## config.mk

```make
export PLATFORM = sky130hd
export DESIGN_NAME = run_sequencer
export DESIGN_NICKNAME = d
export VERILOG_FILES = /design/src/rtl/run_seq_pkg.sv /design/src/rtl/run_seq_sat_counter.sv /design/src/rtl/run_sequencer.sv
export SDC_FILE = /design/constraint.sdc
export NUM_CORES = 1
export LEC_CHECK = 0
export CAP_MARGIN = 25
export CORE_UTILIZATION = 56
export CTS_CLUSTER_SIZE = 20
export DETAILED_ROUTE_END_ITERATION = 10
export PLACE_DENSITY_LB_ADDON = 0.25
export SLEW_MARGIN = 10
export SYNTH_ARGS = -nofsm -noshare
export SYNTH_HDL_FRONTEND = slang
export SYNTH_SLANG_ARGS = --single-unit
```

## constraint.sdc

```tcl
create_clock -name clk -period 4.9 [get_ports clk]
set_input_delay 0.735 -clock clk [delete_from_list [all_inputs] [get_ports clk]]
set_output_delay 0.735 -clock clk [all_outputs]
set_load 0.02 [all_outputs]
```

## src/rtl/run_seq_pkg.sv

```systemverilog
// Shared definitions for the run sequencer: state encoding and the
// per-core reset-release point.
package run_seq_pkg;

    localparam int STATE_W = 2;

    typedef enum logic [STATE_W-1:0] {
        ST_IDLE  = 2'd0,
        ST_RESET = 2'd1,
        ST_RUN   = 2'd2,
        ST_DONE  = 2'd3
    } state_t;

    // Value of the reset-phase counter on whose edge core_idx is released.
    function automatic int release_count(input int core_idx,
                                         input int reset_cycles,
                                         input int stagger);
        return reset_cycles - 1 + core_idx * stagger;
    endfunction

endpackage

```

## src/rtl/run_seq_sat_counter.sv

```systemverilog
// Saturating up-counter with synchronous reset and clear.
module sat_counter #(
    parameter int W = 8
) (
    input  logic         clk,
    input  logic         rst,
    input  logic         clr,
    input  logic         en,
    output logic [W-1:0] q
);

    logic [W-1:0] r_q;

    // Count while enabled, stick at all-ones; clear beats enable.
    always_ff @(posedge clk) begin
        if (rst) begin
            r_q <= {W{1'b0}};
        end else if (clr) begin
            r_q <= {W{1'b0}};
        end else if (en && (r_q != {W{1'b1}})) begin
            r_q <= r_q + {{(W-1){1'b0}}, 1'b1};
        end else begin
            r_q <= r_q;
        end
    end

    assign q = r_q;

endmodule

```

## src/rtl/run_sequencer.sv

```systemverilog
// Run controller: holds cores in reset (optionally staggered), supervises
// the run for halts or budget exhaustion, and reports completion.
module run_sequencer
    import run_seq_pkg::*;
#(
    parameter int NUM_CORES    = 1,
    parameter int RESET_CYCLES = 5,
    parameter int STAGGER      = 0,
    parameter int MAX_CYCLES   = 50,
    parameter int CNT_W        = 32
) (
    input  logic                 clk,
    input  logic                 rst,
    input  logic                 start,
    input  logic [NUM_CORES-1:0] halt,
    output logic [NUM_CORES-1:0] core_rst,
    output logic                 running,
    output logic                 done,
    output logic                 timeout,
    output logic [NUM_CORES-1:0] halted_mask,
    output logic [CNT_W-1:0]     cycle_count
);

    // The last core to be released has the largest release count.
    localparam int LAST_REL = release_count(NUM_CORES - 1, RESET_CYCLES, STAGGER);
    localparam int RST_W    = $clog2(LAST_REL + 2);
    localparam logic [RST_W-1:0]     LAST_REL_V = RST_W'(LAST_REL);
    localparam logic [CNT_W-1:0]     MAX_M1     = CNT_W'(MAX_CYCLES - 1);
    localparam logic [NUM_CORES-1:0] ALL_ONES   = {NUM_CORES{1'b1}};
    localparam logic [NUM_CORES-1:0] ALL_ZEROS  = {NUM_CORES{1'b0}};

    state_t                r_state;
    state_t                w_state_next;
    logic [NUM_CORES-1:0]  r_core_rst;
    logic [NUM_CORES-1:0]  w_core_rst_next;
    logic [NUM_CORES-1:0]  r_halted_mask;
    logic [NUM_CORES-1:0]  w_mask_next;
    logic                  r_running;
    logic                  r_done;
    logic                  r_timeout;
    logic                  w_timeout_next;
    logic                  w_start_seq;
    logic [NUM_CORES-1:0]  w_release;
    logic [RST_W-1:0]      w_rst_cnt;
    logic [CNT_W-1:0]      w_cycle_count;

    // start only matters when a new sequence may begin.
    assign w_start_seq = start && ((r_state == ST_IDLE) || (r_state == ST_DONE));

    sat_counter #(.W(RST_W)) u_rst_cnt (
        .clk (clk),
        .rst (rst),
        .clr (w_start_seq),
        .en  (r_state == ST_RESET),
        .q   (w_rst_cnt)
    );

    sat_counter #(.W(CNT_W)) u_cycle_cnt (
        .clk (clk),
        .rst (rst),
        .clr (w_start_seq),
        .en  (r_state == ST_RUN),
        .q   (w_cycle_count)
    );

    for (genvar gi = 0; gi < NUM_CORES; gi++) begin : g_release
        assign w_release[gi] =
            (w_rst_cnt == RST_W'(release_count(gi, RESET_CYCLES, STAGGER)));
    end

    // Next-state, per-core reset release, halt collection and timeout flag.
    always_comb begin
        w_state_next    = r_state;
        w_core_rst_next = r_core_rst;
        w_mask_next     = r_halted_mask;
        w_timeout_next  = r_timeout;
        case (r_state)
            ST_IDLE: begin
                w_core_rst_next = ALL_ONES;
                w_mask_next     = ALL_ZEROS;
                w_timeout_next  = 1'b0;
                if (start) begin
                    w_state_next = ST_RESET;
                end else begin
                    w_state_next = ST_IDLE;
                end
            end
            ST_RESET: begin
                // A released core is never re-asserted: only clear bits.
                w_core_rst_next = r_core_rst & ~w_release;
                if (w_rst_cnt == LAST_REL_V) begin
                    w_state_next = ST_RUN;
                end else begin
                    w_state_next = ST_RESET;
                end
            end
            ST_RUN: begin
                w_mask_next = r_halted_mask | (halt & ~r_core_rst);
                // A final halt outranks budget exhaustion in the same cycle.
                if (w_mask_next == ALL_ONES) begin
                    w_state_next   = ST_DONE;
                    w_timeout_next = 1'b0;
                end else if ((MAX_CYCLES != 0) && (w_cycle_count == MAX_M1)) begin
                    w_state_next   = ST_DONE;
                    w_timeout_next = 1'b1;
                end else begin
                    w_state_next = ST_RUN;
                end
            end
            ST_DONE: begin
                if (start) begin
                    w_state_next    = ST_RESET;
                    w_core_rst_next = ALL_ONES;
                    w_mask_next     = ALL_ZEROS;
                    w_timeout_next  = 1'b0;
                end else begin
                    w_state_next = ST_DONE;
                end
            end
            default: begin
                w_state_next    = ST_IDLE;
                w_core_rst_next = ALL_ONES;
                w_mask_next     = ALL_ZEROS;
                w_timeout_next  = 1'b0;
            end
        endcase
    end

    // State and registered outputs; status flags follow the next state.
    always_ff @(posedge clk) begin
        if (rst) begin
            r_state       <= ST_IDLE;
            r_core_rst    <= ALL_ONES;
            r_halted_mask <= ALL_ZEROS;
            r_running     <= 1'b0;
            r_done        <= 1'b0;
            r_timeout     <= 1'b0;
        end else begin
            r_state       <= w_state_next;
            r_core_rst    <= w_core_rst_next;
            r_halted_mask <= w_mask_next;
            r_running     <= (w_state_next == ST_RUN);
            r_done        <= (w_state_next == ST_DONE);
            r_timeout     <= w_timeout_next;
        end
    end

    assign core_rst    = r_core_rst;
    assign running     = r_running;
    assign done        = r_done;
    assign timeout     = r_timeout;
    assign halted_mask = r_halted_mask;
    assign cycle_count = w_cycle_count;

endmodule

```

==> run_results.csv <==
group,metric,value,unit
die,die-height,68.11,um
logic_synthesis,synthXorXnorAreaFrac,3.221,%
min_path,min_to,"timeout",
finish,fin_cells,368,
route,wirelength,6.011,mm
route,via_count,2307,
clocking,clkLatencyLatePin,0.30,ns
placed_design,place_inst,360,
logic_synthesis,synth-edff-count,0,
clocking,ctsResizeCount,0,
die,core,0.004086,mm^2
pwr,leakage,0.9383,nW
logic_synthesis,ys_top_cells_by_area,"dfxtp_1 34%, ha_1 5.6%, a21oi_1 4.3%",
route,ant_nets,0,
finish,n_antenna_cell,0,
min_path,hold_path_class,"flop to flop",
pwr,seqPwrFrac,49.0,%
finish,area_growth,20.81,%
flow_run,maxCapViolations,0,
finish,drive_above_1_share,9.119,%
min_path,hold_path_depth,2,
logic_synthesis,synth-seq-area-share,34.36,%
logic_synthesis,synth_area,0.002447,mm^2
route,top_layer,"met4",
logic_synthesis,muxShareOfSynthArea,0.8180,%
critical_path,slowest_delay,0.67,ns
critical_path,cp-end-kind,"flop",
route,wire_per_inst,16.33,um
critical_path,critPathMaxFanout,16,
critical_path,critPathKind,"flop to flop",
clocking,cts_tree,"built",
critical_path,timing.rr.end,"u_cycle_cnt.q[15]",
pwr,p_switching,0.0001452,W
logic_synthesis,synth_nets,296,
clocking,cts_buffer_depth,2,
pwr,power.share.clock,47.2,%
critical_path,timing.rr.start,"u_cycle_cnt.q[0]",
logic_synthesis,async_flop_share,0,%
timing,fin_crit,2.522,ns
logic_synthesis,synth_warnings,0,
logic_synthesis,yosys.area.top_type,"dfxtp_1",
clocking,cts_htree_levels,2,
clocking,cts_buffers,5,
die,dieArea,0.004638,mm^2
clocking,post_cts_buffers,0,
critical_path,critPathArrivalTime,2.72,ns
logic_synthesis,syn_inst,281,
die,fp.dieW,68.11,um
critical_path,startpoint_type,"flop",
die,io_pins,41,
timing,layout_worst_path_cycle_share,51.47,%
die,rows,23,
logic_synthesis,synth_compound_area_share,18.20,%
placed_design,numPortBuffers,40,
timing,finalHoldViolCount,0,
timing,finClkSkew,0.002605,ns
route,met1Wirelength,2.755,mm
critical_path,worst-r2r-setup-slack,2.38,ns
placed_design,place_area,0.002819,mm^2
pwr,power_density,237.3,mW/mm^2
global_route,grt_use_total,28.04,%
route,drt_iter0_markers,271,
placed_design,place.gp.congestion,0.8538,
logic_synthesis,synth.ff_latch_count,42,
logic_synthesis,syn_area_per_cell,8.709,um^2
clocking,root_buffer,"clkbuf_8",
route,drtPass1Iterations,4,
critical_path,r2r_cells,6,
placed_design,dp_slack,2.452,ns
timing,maxSlewViolCount,0,
timing,fin_ws,2.378,ns
global_route,grt_pass1_wl,9.742,mm
logic_synthesis,synth_ff_type,"dfxtp_1",
global_route,antenna_found_initial,0,
logic_synthesis,synth_cell_types,59,
pwr,p_sw_share,20.70,%
timing,tightest_slew,0.8022,ns
run_status,status,"finished clean",
finish,fin_area,0.002957,mm^2
critical_path,required,5.09,ns
logic_synthesis,synth_top_family_by_area,"simple AND/OR/NAND/NOR gates",
global_route,grt_pass1_vias,2045,
clocking,clk_pin_slew,0.08,ns
clocking,cts.sinks,42,
route,viasPerCell,6.269,
clocking,hold_buffers,0,
placed_design,dp_hpwl,4.218,mm
timing,setup_tns,0,ns
critical_path,crit_chain,"ha_1 > and4_1 > nand4_4 > o31ai_4 > nor4_1 > o21a_1",
logic_synthesis,synthSimpleGateAreaFrac,32.06,%
critical_path,cp_slowest_cell,"o31ai_4",
die,initial_core_util,59.89,%
pwr,power_frac_comb,3.8,%
logic_synthesis,synthAdderAreaFrac,5.624,%
route,drc,0,
timing,finalSetupViolations,0,
pwr,ir_drop,209.4,uV
route,dr_wl_met3,393,um
logic_synthesis,synth.top_cell.area_share,34.36,%
pwr,total_power,0.0007016,W
timing,rsz0062_at_grt,"no",
route,dr_wl_met2,2.786,mm
min_path,min-delay-start,"timeout",
global_route,grt_start_max_net_pins,32,
pwr,intPower,0.0005564,W
global_route,grt_remaining_overflow,0,
timing,max_slew_margin,46.52,%
timing,clock.fmax,396.5,MHz
finish,nNetsFinal,332,
[worst max-delay path by stage]
stage / end / depth (start not counted) / start / slack, ns
after floorplan: u_cycle_cnt.q[18] / 7 / u_cycle_cnt.q[0] / 2.76
after global placement: r_state[0] / 6 / halt / 2.53
after detailed placement: r_state[0] / 6 / halt / 2.45
after CTS: u_cycle_cnt.q[15] / 6 / u_cycle_cnt.q[0] / 2.43
after global routing: u_cycle_cnt.q[15] / 6 / u_cycle_cnt.q[1] / 2.26
final: u_cycle_cnt.q[15] / 6 / u_cycle_cnt.q[0] / 2.38
[power by group through the flow]
| stage | combinational (W) | clock (W) | sequential, W |
|---|---|---|---|
| detailed placement | 0.0000266 | 0 | 0.000352 |
| finish | 0.0000269 | 0.000331 | 0.000344 |
| floorplan | 0.0000174 | 0 | 0.000352 |
| global placement | 0.0000254 | 0 | 0.000352 |
| CTS | 0.0000268 | 0.000332 | 0.000344 |
| global route | 0.0000300 | 0.000347 | 0.000344 |
[through the flow]
step	hold WS, ns	utilization (%)
final	0.4779	72.35
after detailed placement	0.4646	68.98
after CTS	0.4817	72.35
after floorplan	0.5120	-
after global placement	0.4546	68.98
after global routing	0.4974	72.35
[flip-flops by register name (all words and copies together), names as in the netlist]
| register | cells |
|---|---|
| core_rst | 1 |
| done | 1 |
| halted_mask | 1 |
| r_state | 2 |
| running | 1 |
| timeout | 1 |
| u_cycle_cnt.q | 32 |
| u_rst_cnt.q | 3 |
[worst max-delay path, delay by kind of cell, from the launching register on]
kind / cells / cell delay, ns
flip-flops: 1 / 0.46
AO/OA/AOI/OAI: 2 / 0.88
adder cells (fa/ha/maj): 1 / 0.25
AND/OR/NAND/NOR: 3 / 0.82
[cell type report]
type | instances | area, um^2
Timing Repair Buffer | 41 | 407.9
Inverter | 11 | 41.29
Clock buffer | 5 | 68.82
Fill cell | 328 | 1130
Clock inverter | 3 | 68.82
Multi-Input combinational cell | 216 | 1466
Sequential cell | 42 | 840.8
Tap cell | 50 | 62.56
[logic make-up (layout without fill, tap and decap cells)]
logic type	count (synthesis)	in the layout
buf+inv	23	60
fa+ha+maj	11	11
xor+xnor	9	9
mux	2	2
simple gates	131	131
compound gates	63	63
flops	42	42
[Yosys cell counts, types with 2 or more instances]
| master | n |
|---|---|
| or3_1 | 11 |
| ha_1 | 11 |
| a211oi_1 | 2 |
| xnor2_1 | 8 |
| o21ai_0 | 10 |
| inv_1 | 11 |
| nor4_1 | 10 |
| buf_6 | 5 |
| nor2_1 | 26 |
| o2111ai_1 | 2 |
| o211ai_1 | 2 |
| nand3_1 | 12 |
| and2_1 | 2 |
| mux2i_1 | 2 |
| dfxtp_1 | 42 |
| or4_1 | 7 |
| nand4_1 | 14 |
| clkbuf_1 | 3 |
| o31ai_1 | 5 |
| nand2_1 | 14 |
| a21oi_1 | 21 |
| o21ai_1 | 4 |
| a31oi_1 | 3 |
| and4_1 | 5 |
| nand4_4 | 2 |
| or3_2 | 4 |
| nor2b_1 | 4 |
| nor3_1 | 7 |
| or2_2 | 2 |
[metal layers]
layer | up-vias | global-route usage [%]
li1 | 1130 | -
met1 | 1069 | 37.80
met2 | 96 | 45.22
met3 | 12 | 5.667
met4 | 0 | 7.292
met5 | - | 0
[cells in the final DEF (no fill, tap or decap), types with 3 or more instances in the layout]
master and instances:
nor2b_1 4, nand2_1 14, o21ai_0 10, o21ai_1 4, dfxtp_1 42, nand3_1 12
or3_2 4, nor3_1 7, clkdlybuf4s50_1 40, ha_1 11, or4_1 7, a21oi_1 21
nor4_1 10, o31ai_1 5, and4_1 5, or3_1 11, a31oi_1 3, nor2_1 26
xnor2_1 8, nand4_1 14, clkbuf_8 5, inv_1 11
Power figures use the tool's default switching activity.
